<file path="config.mk">
export PLATFORM = sky130hd
export DESIGN_NAME = mem_stage
export DESIGN_NICKNAME = d
export VERILOG_FILES = /design/src/rtl/mem_pkg.sv /design/src/rtl/mem_stage_lsu_align.sv /design/src/rtl/mem_stage.sv
export SDC_FILE = /design/constraint.sdc
export NUM_CORES = 1
export LEC_CHECK = 0
export CAP_MARGIN = 25
export CORE_AREA = 2 2 75 106
export CTS_BUF_LIST = sky130_fd_sc_hd__clkbuf_8
export DETAILED_ROUTE_END_ITERATION = 10
export DIE_AREA = 0 0 77 108
export DONT_BUFFER_PORTS = 1
export GPL_ROUTABILITY_DRIVEN = 0
export PLACE_DENSITY = 0.69
export SLEW_MARGIN = 0
export SYNTH_ARGS = -nofsm -noshare
export SYNTH_HDL_FRONTEND = slang
export SYNTH_SLANG_ARGS = --single-unit
</file>
<file path="constraint.sdc">
create_clock -name clk -period 5.4 [get_ports clk]
set_input_delay 0.54 -clock clk [delete_from_list [all_inputs] [get_ports clk]]
set_output_delay 0.54 -clock clk [all_outputs]
set_load 0.02 [all_outputs]
</file>
<file path="src/rtl/mem_pkg.sv">
// rtl/mem_pkg.sv - shared encodings for the memory-access pipeline stage
// Contents: load/store type codes, MEM FSM state type, default bus timeout.
package mem_pkg;

   localparam logic [2:0] LT_LB   = 3'b000;
   localparam logic [2:0] LT_LH   = 3'b001;
   localparam logic [2:0] LT_LW   = 3'b010;
   localparam logic [2:0] LT_LBU  = 3'b100;
   localparam logic [2:0] LT_LHU  = 3'b101;
   localparam logic [2:0] LT_NONE = 3'b111;

   localparam logic [1:0] ST_SB   = 2'b00;
   localparam logic [1:0] ST_SH   = 2'b01;
   localparam logic [1:0] ST_SW   = 2'b10;
   localparam logic [1:0] ST_NONE = 2'b11;

   localparam int unsigned TIMEOUT_DEFAULT = 255;

   typedef enum logic [0:0] {
      S_IDLE        = 1'b0,
      S_WAIT_RVALID = 1'b1
   } mem_state_t;

endpackage

</file>
<file path="src/rtl/mem_stage_lsu_align.sv">
// rtl/mem_stage_lsu_align.sv - byte-lane formatting for stores and load extraction
// Ports:
//   off        in  2   byte offset within the word (addr[1:0])
//   load_type  in  3   load type code
//   store_type in  2   store type code
//   is_load    in  1   instruction is a load
//   is_store   in  1   instruction is a store
//   store_data in  32  register data to store
//   rdata      in  32  word returned by the bus
//   be         out 4   byte enables
//   wdata      out 32  lane-replicated store data
//   load_data  out 32  extracted and extended load result
//   misalign   out 1   access not naturally aligned
module lsu_align
   import mem_pkg::*;
(
   input  logic [1:0]  off,
   input  logic [2:0]  load_type,
   input  logic [1:0]  store_type,
   input  logic        is_load,
   input  logic        is_store,
   input  logic [31:0] store_data,
   input  logic [31:0] rdata,
   output logic [3:0]  be,
   output logic [31:0] wdata,
   output logic [31:0] load_data,
   output logic        misalign
);

   logic [31:0] lane;
   logic        half_access;
   logic        word_access;

   always_comb begin
      be    = 4'b1111;
      wdata = store_data;
      if (is_store) begin
         case (store_type)
            ST_SB: begin
               be    = 4'b0001 << off;
               wdata = {4{store_data[7:0]}};
            end
            ST_SH: begin
               be    = 4'b0011 << off;
               wdata = {2{store_data[15:0]}};
            end
            default: begin
               be    = 4'b1111;
               wdata = store_data;
            end
         endcase
      end
   end

   // Move the addressed lane down to bit 0 before extending.
   assign lane = rdata >> {off, 3'b000};

   always_comb begin
      case (load_type)
         LT_LB:   load_data = {{24{lane[7]}}, lane[7:0]};
         LT_LH:   load_data = {{16{lane[15]}}, lane[15:0]};
         LT_LBU:  load_data = {24'b0, lane[7:0]};
         LT_LHU:  load_data = {16'b0, lane[15:0]};
         default: load_data = lane;
      endcase
   end

   always_comb begin
      half_access = (is_load && (load_type == LT_LH || load_type == LT_LHU)) ||
                    (is_store && store_type == ST_SH);
      word_access = (is_load && load_type == LT_LW) ||
                    (is_store && store_type == ST_SW);
      misalign    = (half_access && off[0]) || (word_access && (off != 2'b00));
   end

endmodule

</file>
<file path="src/rtl/mem_stage.sv">
// rtl/mem_stage.sv - pipeline MEM stage: data-bus access FSM, stall, MEM/WB register
// Ports:
//   clk, rst                 clock, synchronous active-high reset
//   alu_result_mem .. memtoreg_mem   EX/MEM register outputs
//   dmem_req/we/addr/be/wdata        bus request side (out)
//   dmem_gnt/rvalid/rdata            bus response side (in)
//   stall_mem                        upstream freeze
//   wb_data_wb, rd_wb, wb_reg_file_wb, misalign_err_wb, bus_err_wb   MEM/WB register
module mem_stage
   import mem_pkg::*;
#(
   parameter int unsigned TIMEOUT = TIMEOUT_DEFAULT
)(
   input  logic        clk,
   input  logic        rst,
   input  logic [31:0] alu_result_mem,
   input  logic [31:0] rs2_data_mem,
   input  logic [4:0]  rd_mem,
   input  logic        mem_write_mem,
   input  logic [2:0]  mem_load_type_mem,
   input  logic [1:0]  mem_store_type_mem,
   input  logic        wb_reg_file_mem,
   input  logic        memtoreg_mem,
   output logic        dmem_req,
   output logic        dmem_we,
   output logic [31:0] dmem_addr,
   output logic [3:0]  dmem_be,
   output logic [31:0] dmem_wdata,
   input  logic        dmem_gnt,
   input  logic        dmem_rvalid,
   input  logic [31:0] dmem_rdata,
   output logic        stall_mem,
   output logic [31:0] wb_data_wb,
   output logic [4:0]  rd_wb,
   output logic        wb_reg_file_wb,
   output logic        misalign_err_wb,
   output logic        bus_err_wb
);

   mem_state_t  state;
   mem_state_t  state_next;
   logic [15:0] wait_cnt;
   logic        is_store;
   logic        is_load;
   logic        misalign;
   logic        access;
   logic        timeout_hit;
   logic        complete;
   logic [31:0] load_data;

   // A store wins if both enables are set, so a single access is ever issued.
   assign is_store  = mem_write_mem && (mem_store_type_mem != ST_NONE);
   assign is_load   = !is_store && memtoreg_mem && (mem_load_type_mem != LT_NONE);
   assign access    = (is_store || is_load) && !misalign;
   assign dmem_we   = is_store;
   assign dmem_addr = {alu_result_mem[31:2], 2'b00};

   lsu_align u_align (
      .off        (alu_result_mem[1:0]),
      .load_type  (mem_load_type_mem),
      .store_type (mem_store_type_mem),
      .is_load    (is_load),
      .is_store   (is_store),
      .store_data (rs2_data_mem),
      .rdata      (dmem_rdata),
      .be         (dmem_be),
      .wdata      (dmem_wdata),
      .load_data  (load_data),
      .misalign   (misalign)
   );

   // Abort takes priority over a late gnt/rvalid in the same cycle, and the
   // request is withdrawn so the bus never sees a grant for an aborted access.
   assign timeout_hit = (TIMEOUT != 0) && access && (wait_cnt == 16'(TIMEOUT));

   always_ff @(posedge clk) begin
      if (rst) begin
         state <= S_IDLE;
      end else begin
         state <= state_next;
      end
   end

   always_comb begin
      state_next = state;
      case (state)
         S_IDLE: begin
            if (access && !timeout_hit && is_load && dmem_gnt) begin
               state_next = S_WAIT_RVALID;
            end
         end
         S_WAIT_RVALID: begin
            if (timeout_hit || dmem_rvalid) begin
               state_next = S_IDLE;
            end
         end
         default: state_next = S_IDLE;
      endcase
   end

   always_comb begin
      dmem_req = 1'b0;
      complete = 1'b0;
      case (state)
         S_IDLE: begin
            if (access && !timeout_hit) begin
               dmem_req = 1'b1;
               complete = is_store && dmem_gnt;
            end
         end
         S_WAIT_RVALID: begin
            complete = !timeout_hit && dmem_rvalid;
         end
         default: begin
            dmem_req = 1'b0;
            complete = 1'b0;
         end
      endcase
      stall_mem = access && !complete && !timeout_hit;
   end

   always_ff @(posedge clk) begin
      if (rst) begin
         wait_cnt <= '0;
      end else if (complete || timeout_hit || !access) begin
         wait_cnt <= '0;
      end else if (stall_mem && (TIMEOUT != 0)) begin
         wait_cnt <= wait_cnt + 16'd1;
      end
   end

   always_ff @(posedge clk) begin
      if (rst) begin
         wb_data_wb      <= '0;
         rd_wb           <= '0;
         wb_reg_file_wb  <= 1'b0;
         misalign_err_wb <= 1'b0;
         bus_err_wb      <= 1'b0;
      end else if (stall_mem) begin
         wb_data_wb      <= '0;
         rd_wb           <= '0;
         wb_reg_file_wb  <= 1'b0;
         misalign_err_wb <= 1'b0;
         bus_err_wb      <= 1'b0;
      end else if (timeout_hit) begin
         wb_data_wb      <= '0;
         rd_wb           <= '0;
         wb_reg_file_wb  <= 1'b0;
         misalign_err_wb <= 1'b0;
         bus_err_wb      <= 1'b1;
      end else if (misalign) begin
         wb_data_wb      <= '0;
         rd_wb           <= rd_mem;
         wb_reg_file_wb  <= 1'b0;
         misalign_err_wb <= 1'b1;
         bus_err_wb      <= 1'b0;
      end else begin
         wb_data_wb      <= is_load ? load_data : alu_result_mem;
         rd_wb           <= rd_mem;
         wb_reg_file_wb  <= wb_reg_file_mem;
         misalign_err_wb <= 1'b0;
         bus_err_wb      <= 1'b0;
      end
   end

endmodule
</file>
==> results of run 1 <==
through the flow:
step	std cells	power, mW	hold WS (ns)
2_1_floorplan	419	0.681	0.413
3_3_place_gp	451	0.647	0.422
3_5_place_dp	451	0.650	0.436
4_1_cts	466	1.05	0.260
5_1_grt	467	1.09	0.260
6_report	467	1.04	0.279
power groups by stage:
stage | Clock (mW) | Combinational (mW) | Sequential (mW)
2_1_floorplan | 0 | 0.193 | 0.488
3_3_place_gp | 0 | 0.154 | 0.493
3_5_place_dp | 0 | 0.158 | 0.493
4_1_cts | 0.407 | 0.158 | 0.484
5_1_grt | 0.428 | 0.175 | 0.485
6_report | 0.396 | 0.160 | 0.484
final timing paths:
kind	slack (ns)	cells past startpoint	from	to
worst max-delay path	2.93	3	mem_write_mem	dmem_wdata[9]
worst min-delay path	0.28	1	rst	bus_err_wb$_SDFF_PP0_
worst max register to register	3.20	6	wait_cnt[0]$_SDFFE_PP0P_	wb_data_wb[26]$_SDFF_PP0_
worst min register to register	0.45	1	wait_cnt[0]$_SDFFE_PP0P_	wait_cnt[0]$_SDFFE_PP0P_
final cells by class:
| cell class | instances | area [um^2] | area share |
|---|---|---|---|
| Sequential cell | 57 | 1140 | 0.326 |
| Timing Repair Buffer | 1 | 27.5 | 0.00787 |
| Tap cell | 97 | 121 | 0.0347 |
| Multi-Input combinational cell | 289 | 1980 | 0.567 |
| Clock buffer | 11 | 151 | 0.0433 |
| Inverter | 8 | 30.0 | 0.00859 |
| Clock inverter | 4 | 43.8 | 0.0125 |
routing by layer:
| metal | global-route usage | vias up | wire (um) |
|---|---|---|---|
| met5 | 0 | - | 0 |
| met4 | 0.0740 | 0 | 123 |
| met3 | 0.0609 | 13 | 624 |
| met2 | 0.360 | 133 | 4550 |
| met1 | 0.278 | 1283 | 4130 |
| li1 | - | 1321 | - |
worst max-delay path, cell delays in order:
cell	delay, ns
or2b_1	0.47
nor2_2	0.46
mux2_2	0.46
cell families after synthesis:
kind of cell             count (synthesis)  synth area share
multiplexers                            34            0.0993
AO/OA/AOI/OAI                           88             0.200
AND/OR/NAND/NOR                        150             0.211
buffers and inverters                   73             0.132
other                                    1           0.00105
XOR/XNOR                                14            0.0343
adder cells (fa/ha/maj)                  1           0.00350
flip-flops                              57             0.319
sequential cells by signal, summed over array words and instances, names as in the netlist:
signal / count
bus_err_wb: 1
misalign_err_wb: 1
rd_wb: 5
state: 1
wait_cnt: 16
wb_data_wb: 32
wb_reg_file_wb: 1
layout by cell type, fill, tap and decap left out, types with 3 or more instances in the layout:
cell and n:
nand3_2 3, nand3b_1 3, o211a_1 9, a211oi_1 10, xnor2_1 7, inv_1 9, nor2_1 44, and3_1 3
xor2_1 7, o221a_1 11, a21oi_1 17, nand4_1 4, nand2_1 44, mux2i_1 25, and2_1 8, o21ai_0 25
nor2b_1 13, nand3_1 7, nor3b_1 10, dfxtp_1 57, clkbuf_8 11, mux2_2 8, o221a_2 4
==> summary.md, run 1 <==
| Metric | Value |
|---|---|
| Layout cells sized above 1 | 0.105 |
| Finished Core Util | 0.478 |
| Tmin final | 2.47 ns |
| Max_slew headroom | 0.321 |
| Avg Cell Area, Syn | 8.56 um^2 |
| Antenna Diode Count | 0 |
| Asr flop ratio synth | 0 |
| CTS tree | built |
| Die Ht | 108 um |
| Core box area | 0.00731 mm^2 |
| Initial antenna violation count | 0 |
| Synthesis-stage register bit count | 57 |
| Area delta synth->final | -2.31% |
| Pwr Density | 298 mW/mm^2 |
| Hold-fix buffers, CTS | 0 |
| Vias after detailed routing | 2,750 |
| Vias in the first global route | 2,676 |
| RSZ-0062 raised after global routing | false |
| Count leader, synth | dfxtp_1 |
| Final Slew Violations | 0 |
| Postcts setup bufs | 0 |
| Largest net degree at the start of global routing | 48 |
| Worst Hold Class | in -> reg |
| Post-route cell area | 0.00350 mm^2 |
| Synth warn | 0 |
| Sequential share of power | 0.465 |
| Sw Ratio | 0.291 |
| Fmax achieved | 0.404 GHz |
| Data arrival, critical path | 1.93 ns |
| Fillers | 725 |
| Nets | 480 |
| Critical path type | in -> out |
| Fin Clk Skew | 0.00979 ns |
| Outcome | complete, no violations |
| Sequential element share of the synthesized area | 0.319 |
| Initial core utilization | 0.489 |
| Standard-cell rows | 37 |
| Drt first pass iters | 4 |
| Routed Antenna Nets | 0 |
| GRT Overall Usage | 0.219 |
| Unique masters post-synth | 50 |
| Post-Route WL | 9.43 mm |
| Clk sinks | 57 |
| Synth top area cells | dfxtp_1 (32%), buf_4 (8.6%), mux2i_1 (7.0%) |
| Post-CTS Resized | 0 |
| First-pass GRT wire length | 14.2 mm |
| Clk buf depth | 2 |
| Worst slack at placement | 2.55 ns |
| Final hold vios | 0 |
| Static leakage | 1.41 nW |
| Final setup fails | 0 |
| PortBufs | 0 |
| Syn Inst Count | 418 |
| Max Cap Viol | 0 |
| DRT iter0 DRCs | 169 |
| H-tree depth | 3 |
| Worst VDD drop | 0.000158 V |
| Post-synth top cells | dfxtp_1 (57), nand2_1 (44), nor2_1 (44) |
| # IOs | 224 |
| Drt wl/cell | 20.2 um |
| Vias per inst | 5.89 |
| Comb power frac | 0.154 |
| Startpoint types | input port |
| Psw | 0.302 mW |
| Synth Flop Type | dfxtp_1 |
| Cts bufs inserted | 9 |
| Post-synth top area share | 0.319 |
| Placed cell areas | 0.00327 mm^2 |
| Worst Tran Pin Value | 1.02 ns |
| CP Capture Type | output pin |
| Fin crit share | 0.458 |
| Internal | 0.738 mW |
| GRT overflow | 0 |
| Fin worst setup slack | 2.93 ns |
| Max FO, Critical Path | 25 |
| Cell Area, Synth | 0.00358 mm^2 |
| Die area | 0.00832 mm^2 |
| Clock Latency Late Sink | 0.33 ns |
| Clock network fraction of total power | 0.381 |
| Setup TNS | 0 ns |
| Die W | 77 um |
| Yosys top cell by area | dfxtp_1 |
| Clock transition at path regs | 0.06 ns |
| EDFF count, synth | 0 |
| Clock root buffer | clkbuf_8 |
| DRC violations left | 0 |
| Hpwl dp | 7.08 mm |
| Req. time, crit path | 4.86 ns |
Note: power is estimated with default switching activity, not from simulation.
==> run 2: changes to the inputs <==
Clock period 5.4 ns to 2.45 ns, I/O delays scaled along.
==> summary.md, run 2 (synthesis gave the netlist of run 1 again) <==
| Metric | Value |
|---|---|
| Fmax achieved | 0.500 GHz |
| Largest register FFs | 32 (unchanged) |
| Outcome | complete, no violations (unchanged) |
| Fin Clk Skew | 0.0118 ns (was 0.00979 ns) |
| Core box area | 0.00731 mm^2 (unchanged) |
| Final hold vios | 0 (unchanged) |
| Fin crit share | 0.817 |
| Hpwl dp | 6.97 mm (was 7.08 mm) |
| Layout cells sized above 1 | 0.116 (was 0.105) |
| Non-filler cells, final | 476 (was 467) |
| Routed Antenna Nets | 0 (unchanged) |
| Clk sinks | 57 (unchanged) |
| Nets | 487 (was 480) |
| Worst VDD drop | 0.000254 V (was 0.000158 V) |
| # IOs | 224 (unchanged) |
| Final setup fails | 0 (unchanged) |
| Critical path type | reg -> out (was in -> out) |
| Post-route cell area | 0.00353 mm^2 (was 0.00350 mm^2) |
| Worst hold margin | 0.0282 ns (was 0.279 ns) |
| Placed insts | 458 (was 451) |
| First-pass GRT wire length | 14.2 mm (about the same) |
| Max FO, Critical Path | 4 (was 25) |
| Cts bufs inserted | 9 (unchanged) |
| PortBufs | 0 (unchanged) |
| RSZ-0062 raised after global routing | false (unchanged) |
| Biggest regs | wb_data_wb: 32 flops, wait_cnt: 16 flops, rd_wb: 5 flops (unchanged) |
| Pwr Density | 644 mW/mm^2 (was 298 mW/mm^2) |
| Area delta synth->final | -1.43% (was -2.31%) |
| Post-Route WL | 9.24 mm (was 9.43 mm) |
| Initial core utilization | 0.489 (unchanged) |
| Setup TNS | 0 ns (unchanged) |
| Drt wl/cell | 19.4 um (was 20.2 um) |
| H-tree depth | 3 (unchanged) |
| Clock root buffer | clkbuf_8 (unchanged) |
| Vias after detailed routing | 2,807 (was 2,750) |
| GRT overflow | 0 (unchanged) |
| Worst Hold Class | in -> reg (unchanged) |
| Clk buf depth | 2 (unchanged) |
| Max_slew headroom | 0.480 (was 0.321) |
| Standard-cell rows | 37 (unchanged) |
| Clock transition at path regs | 0.06 ns (about the same) |
| WP buf/inv | 0 (unchanged) |
| Clock Latency Late Sink | 0.34 ns (was 0.33 ns) |
| Crit-path max cell delay | 0.33 ns (was 0.47 ns) |
| Die W | 77 um (unchanged) |
| Post-CTS Resized | 0 (unchanged) |
| Worst path cell trace | ha_1 -> and3_1 -> nand4_1 -> nand2_1 -> nor2_1 (was or2b_1 -> nor2_2 -> mux2_2) |
| Crit-path leading delay family | simple AND/OR/NAND/NOR gates (unchanged) |
| Req. time, crit path | 2.20 ns (was 4.86 ns) |
| Tmin final | 2.00 ns |
| Max Cap Viol | 0 (unchanged) |
| Die area | 0.00832 mm^2 (unchanged) |
| Placed cell areas | 0.00333 mm^2 (was 0.00327 mm^2) |
| Die Ht | 108 um (unchanged) |
| Final Slew Violations | 0 (unchanged) |
| Most frequent cells in the layout | dfxtp_1 (57), nand2_1 (44), nor2_1 (44) (unchanged) |
| DRT iter0 DRCs | 121 (was 169) |
| Worst Tran Pin Value | 0.772 ns (was 1.02 ns) |
| DRC violations left | 0 (unchanged) |
| Drt first pass iters | 6 (was 4) |
| Data arrival, critical path | 1.76 ns (was 1.93 ns) |
| Static leakage | 1.43 nW (was 1.41 nW) |
| Vias in the first global route | 2,706 (was 2,676) |
| Largest Register | wb_data_wb (unchanged) |
| Postcts setup bufs | 0 (unchanged) |
| Crit-path slowest cell | nor2_1 (was or2b_1) |
| CTS tree | built (unchanged) |
| Startpoint types | flop (was input port) |
| CP Capture Type | output pin (unchanged) |
| Initial antenna violation count | 1 (was 0) |
| Hold-fix buffers, CTS | 1 (was 0) |
| Vias per inst | 5.90 (was 5.89) |
| Largest net degree at the start of global routing | 48 (unchanged) |
| Power Total | 2.27 mW (was 1.04 mW) |
| Leading cell type in the layout, fill and taps excluded | dfxtp_1 (unchanged) |
| GRT Overall Usage | 0.219 (about the same) |
-- run 2: cell count changes in the layout (fill, tap and decap cells not counted), sizes merged --
cell / change
inv: +2
diode: +1
clkbuf: -1
dlygate4sd3: +1
buf: +6
-- run 2: stage by stage --
stage                      util  setup WS (ns)
after detailed placement  0.455          0.556
after global placement    0.455          0.620
after floorplan               -          0.506
after global routing      0.482          0.335
final                     0.482          0.449
after CTS                 0.482          0.430
-- run 2: metal layers --
layer  GRT usage  up-vias  routed length, um  part of all wire
li1            -     1338                  -                 -
met1       0.277     1326               4030              0.44
met2       0.357      135               4510              0.49
met3      0.0668        8                601             0.065
met4      0.0753        0                104             0.011
met5           0        -                  0                 0
-- run 2: power by group --
group | switching, mW | total (mW) | internal (mW)
Combinational | 0.222 | 0.360 | 0.139
Sequential | 0.0826 | 1.06 | 0.980
Clock | 0.366 | 0.848 | 0.482
-- run 2: cell type report --
cell class              instances  area (um^2)
flip-flops and latches         57         1140
inverters                       8         30.0
clock inverters                 6         51.3
clock buffers                  10          138
repair buffers                  8         62.6
diodes                          1         2.50
fillers                       756         3790
well taps                      97          121
multi-input cells             289         1980
-- run 2: worst paths after layout --
check,to,cells after the start,slack (ns),start
worst max-delay path,stall_mem,5,0.45,wait_cnt[0]$_SDFFE_PP0P_
worst min-delay path,wb_reg_file_wb$_SDFF_PP0_,1,0.03,wb_reg_file_mem
worst max register to register,wb_data_wb[30]$_SDFF_PP0_,7,0.53,wait_cnt[0]$_SDFFE_PP0P_
worst min register to register,wait_cnt[0]$_SDFFE_PP0P_,1,0.44,wait_cnt[0]$_SDFFE_PP0P_
==> run 3: changes to the inputs <==
Clock period 2.45 ns to 2 ns, I/O delays scaled along.
==> summary.md, run 3 (synthesis gave the netlist of run 1 again) <==
| Metric | Value |
|---|---|
| Cts bufs inserted | 9 (unchanged) |
| WHS Path Cells | 1 (unchanged) |
| Worst r2r src | wait_cnt[0]$_SDFFE_PP0P_ (unchanged) |
| Post-Route WL | 9.60 mm (was 9.24 mm) |
| Die W | 77 um (unchanged) |
| Final hold vios | 0 (unchanged) |
| Fillers | 738 (was 756) |
| Fin Clk Skew | 0.0126 ns (was 0.0118 ns) |
| Drt first pass iters | 5 (was 6) |
| Die Ht | 108 um (unchanged) |
| DRT iter0 DRCs | 192 (was 121) |
| CTS tree | built (unchanged) |
| Worst Tran Pin Value | 0.717 ns (was 0.772 ns) |
| RSZ-0062 raised after global routing | false (unchanged) |
| Clock root buffer | clkbuf_8 (unchanged) |
| Pwr Density | 796 mW/mm^2 (was 644 mW/mm^2) |
| Fmax achieved | 0.550 GHz |
| Worst R2R Setup Slack | 0.22 ns (was 0.53 ns) |
| Initial core utilization | 0.489 (unchanged) |
| Data arrival, critical path | 1.62 ns (was 1.76 ns) |
| Initial antenna violation count | 0 (was 1) |
| Power Total | 2.99 mW (was 2.27 mW) |
| Final Slew Violations | 0 (unchanged) |
| Worst VDD drop | 0.000617 V (was 0.000254 V) |
| First-pass GRT wire length | 14.8 mm (was 14.2 mm) |
| Placed cell areas | 0.00341 mm^2 (was 0.00333 mm^2) |
| Max Cap Viol | 0 (unchanged) |
| Largest net degree at the start of global routing | 48 (unchanged) |
| GRT Overall Usage | 0.226 (was 0.219) |
| HP Start | alu_result_mem[9] (was wb_reg_file_mem) |
| Hold path endpoint | wb_data_wb[9]$_SDFF_PP0_ (was wb_reg_file_wb$_SDFF_PP0_) |
| Critical path type | reg -> out (unchanged) |
| Leading cell type in the layout, fill and taps excluded | dfxtp_1 (unchanged) |
| Final setup fails | 0 (unchanged) |
| Fin crit share | 0.910 |
| Hpwl dp | 7.25 mm (was 6.97 mm) |
| Clock Latency Late Sink | 0.34 ns (about the same) |
| DRC violations left | 0 (unchanged) |
| Startpoint types | flop (unchanged) |
| Area delta synth->final | 4.83% (was -1.43%) |
| H-tree depth | 3 (unchanged) |
| GRT overflow | 0 (unchanged) |
| Outcome | complete, no violations (unchanged) |
| Fin worst setup slack | 0.181 ns (was 0.449 ns) |
| CP Capture Type | output pin (unchanged) |
| Vias after detailed routing | 2,869 (was 2,807) |
| Nets | 506 (was 487) |
| Max FO, Critical Path | 4 (unchanged) |
| Standard-cell rows | 37 (unchanged) |
| Static leakage | 1.54 nW (was 1.43 nW) |
| Drt wl/cell | 19.4 um (about the same) |
| Biggest regs | wb_data_wb: 32 flops, wait_cnt: 16 flops, rd_wb: 5 flops (unchanged) |
| Die area | 0.00832 mm^2 (unchanged) |
| Clock transition at path regs | 0.07 ns (was 0.06 ns) |
| Multi-input logic area | 0.00200 mm^2 (was 0.00198 mm^2) |
| PortBufs | 0 (unchanged) |
| Antenna Diode Count | 0 (was 1) |
| Postcts setup bufs | 0 (unchanged) |
| Clk sinks | 57 (unchanged) |
| Largest Register | wb_data_wb (unchanged) |
| Worst slack at placement | 0.234 ns (was 0.556 ns) |
| FF-to-FF End | wb_data_wb[28]$_SDFF_PP0_ (was wb_data_wb[30]$_SDFF_PP0_) |
| Register Area | 0.00114 mm^2 (unchanged) |
| Crit-path max cell delay | 0.35 ns (was 0.33 ns) |
| Routed Antenna Nets | 0 (unchanged) |
| Setup TNS | 0 ns (unchanged) |
| Most frequent cells in the layout | dfxtp_1 (57), nand2_1 (43), nor2_1 (42) (was dfxtp_1 (57), nand2_1 (44), nor2_1 (44)) |
| Max_slew headroom | 0.517 (was 0.480) |
| Largest register FFs | 32 (unchanged) |
| Worst Hold Class | in -> reg (unchanged) |
| Tmin final | 1.82 ns |
| Clk buf depth | 2 (unchanged) |
| Vias per inst | 5.81 (was 5.90) |
| Crit-path slowest cell | dfxtp_1 (was nor2_1) |
| Post-route cell area | 0.00375 mm^2 (was 0.00353 mm^2) |
| R2R depth | 7 (unchanged) |
| Worst path cell trace | ha_1 -> and3_1 -> nand4_1 -> nand2_2 -> nor2_4 (was ha_1 -> and3_1 -> nand4_1 -> nand2_1 -> nor2_1) |
| Layout cells sized above 1 | 0.149 (was 0.116) |
| Core box area | 0.00731 mm^2 (unchanged) |
| Crit-path leading delay family | simple AND/OR/NAND/NOR gates (unchanged) |
| # IOs | 224 (unchanged) |
| Req. time, crit path | 1.80 ns (was 2.20 ns) |
| WP buf/inv | 0 (unchanged) |
| Vias in the first global route | 2,810 (was 2,706) |
run 3: cell types whose count changed in the layout (fill, tap and decap cells not counted), sizes merged:
cell	change
clkinv	+1
inv	-2
diode	-1
buf	+10
dlygate4sd3	+9
bufinv	+1
run 3: how the worst max path moves through the flow:
stage,startpoint,end,cells past startpoint
floorplan,alu_result_mem[0],dmem_be[1],6
detailed placement,alu_result_mem[1],wb_data_wb[28]$_SDFF_PP0_,5
global placement,alu_result_mem[1],wb_data_wb[29]$_SDFF_PP0_,5
global route,wait_cnt[0]$_SDFFE_PP0P_,dmem_req,5
finish,wait_cnt[0]$_SDFFE_PP0P_,dmem_req,5
CTS,wait_cnt[0]$_SDFFE_PP0P_,stall_mem,5
run 3: final cells by class:
type | instances | area share
Multi-Input combinational cell | 289 | 0.533
Sequential cell | 57 | 0.304
Timing Repair Buffer | 27 | 0.0640
Clock buffer | 10 | 0.0367
Tap cell | 97 | 0.0324
Clock inverter | 6 | 0.0220
Inverter | 8 | 0.00801
run 3: per-layer routing:
| layer | track usage | routed length (um) | share of wire | vias to the layer above |
|---|---|---|---|---|
| li1 | - | - | - | 1373 |
| met1 | 0.284 | 4060 | 0.42 | 1343 |
| met4 | 0.0804 | 165 | 0.017 | 0 |
| met5 | 0 | 0 | 0 | - |
| met2 | 0.368 | 4660 | 0.49 | 139 |
| met3 | 0.0710 | 716 | 0.075 | 14 |
run 3: through the flow:
stage | cells | hold slack (ns) | util
finish | 494 | 0.0234 | 0.513
global route | 494 | 0.000685 | 0.513
CTS | 494 | 0.00161 | 0.510
detailed placement | 468 | 0.275 | 0.467
global placement | 468 | 0.274 | 0.467
floorplan | 419 | 0.269 | -
run 3: repair_timing:
action,CTS,global route
endpoints found under the hold margin,12,0
hold buffers,10,0
gates resized for setup,0,5
endpoints found under the setup margin,0,2
run 3: where the power goes:
part / switching, mW / total, mW / internal [mW]
logic: 0.281 / 0.488 / 0.207
clock network: 0.464 / 1.19 / 0.728
registers: 0.106 / 1.31 / 1.20
run 3: worst register-to-register path, stage by stage (launching register included):
cell and delay [ns]:
dfxtp_1 0.33, ha_1 0.25, and3_1 0.23, nand4_1 0.17
nand2_1 0.14, a21oi_4 0.19, buf_12 0.19, o221a_1 0.21
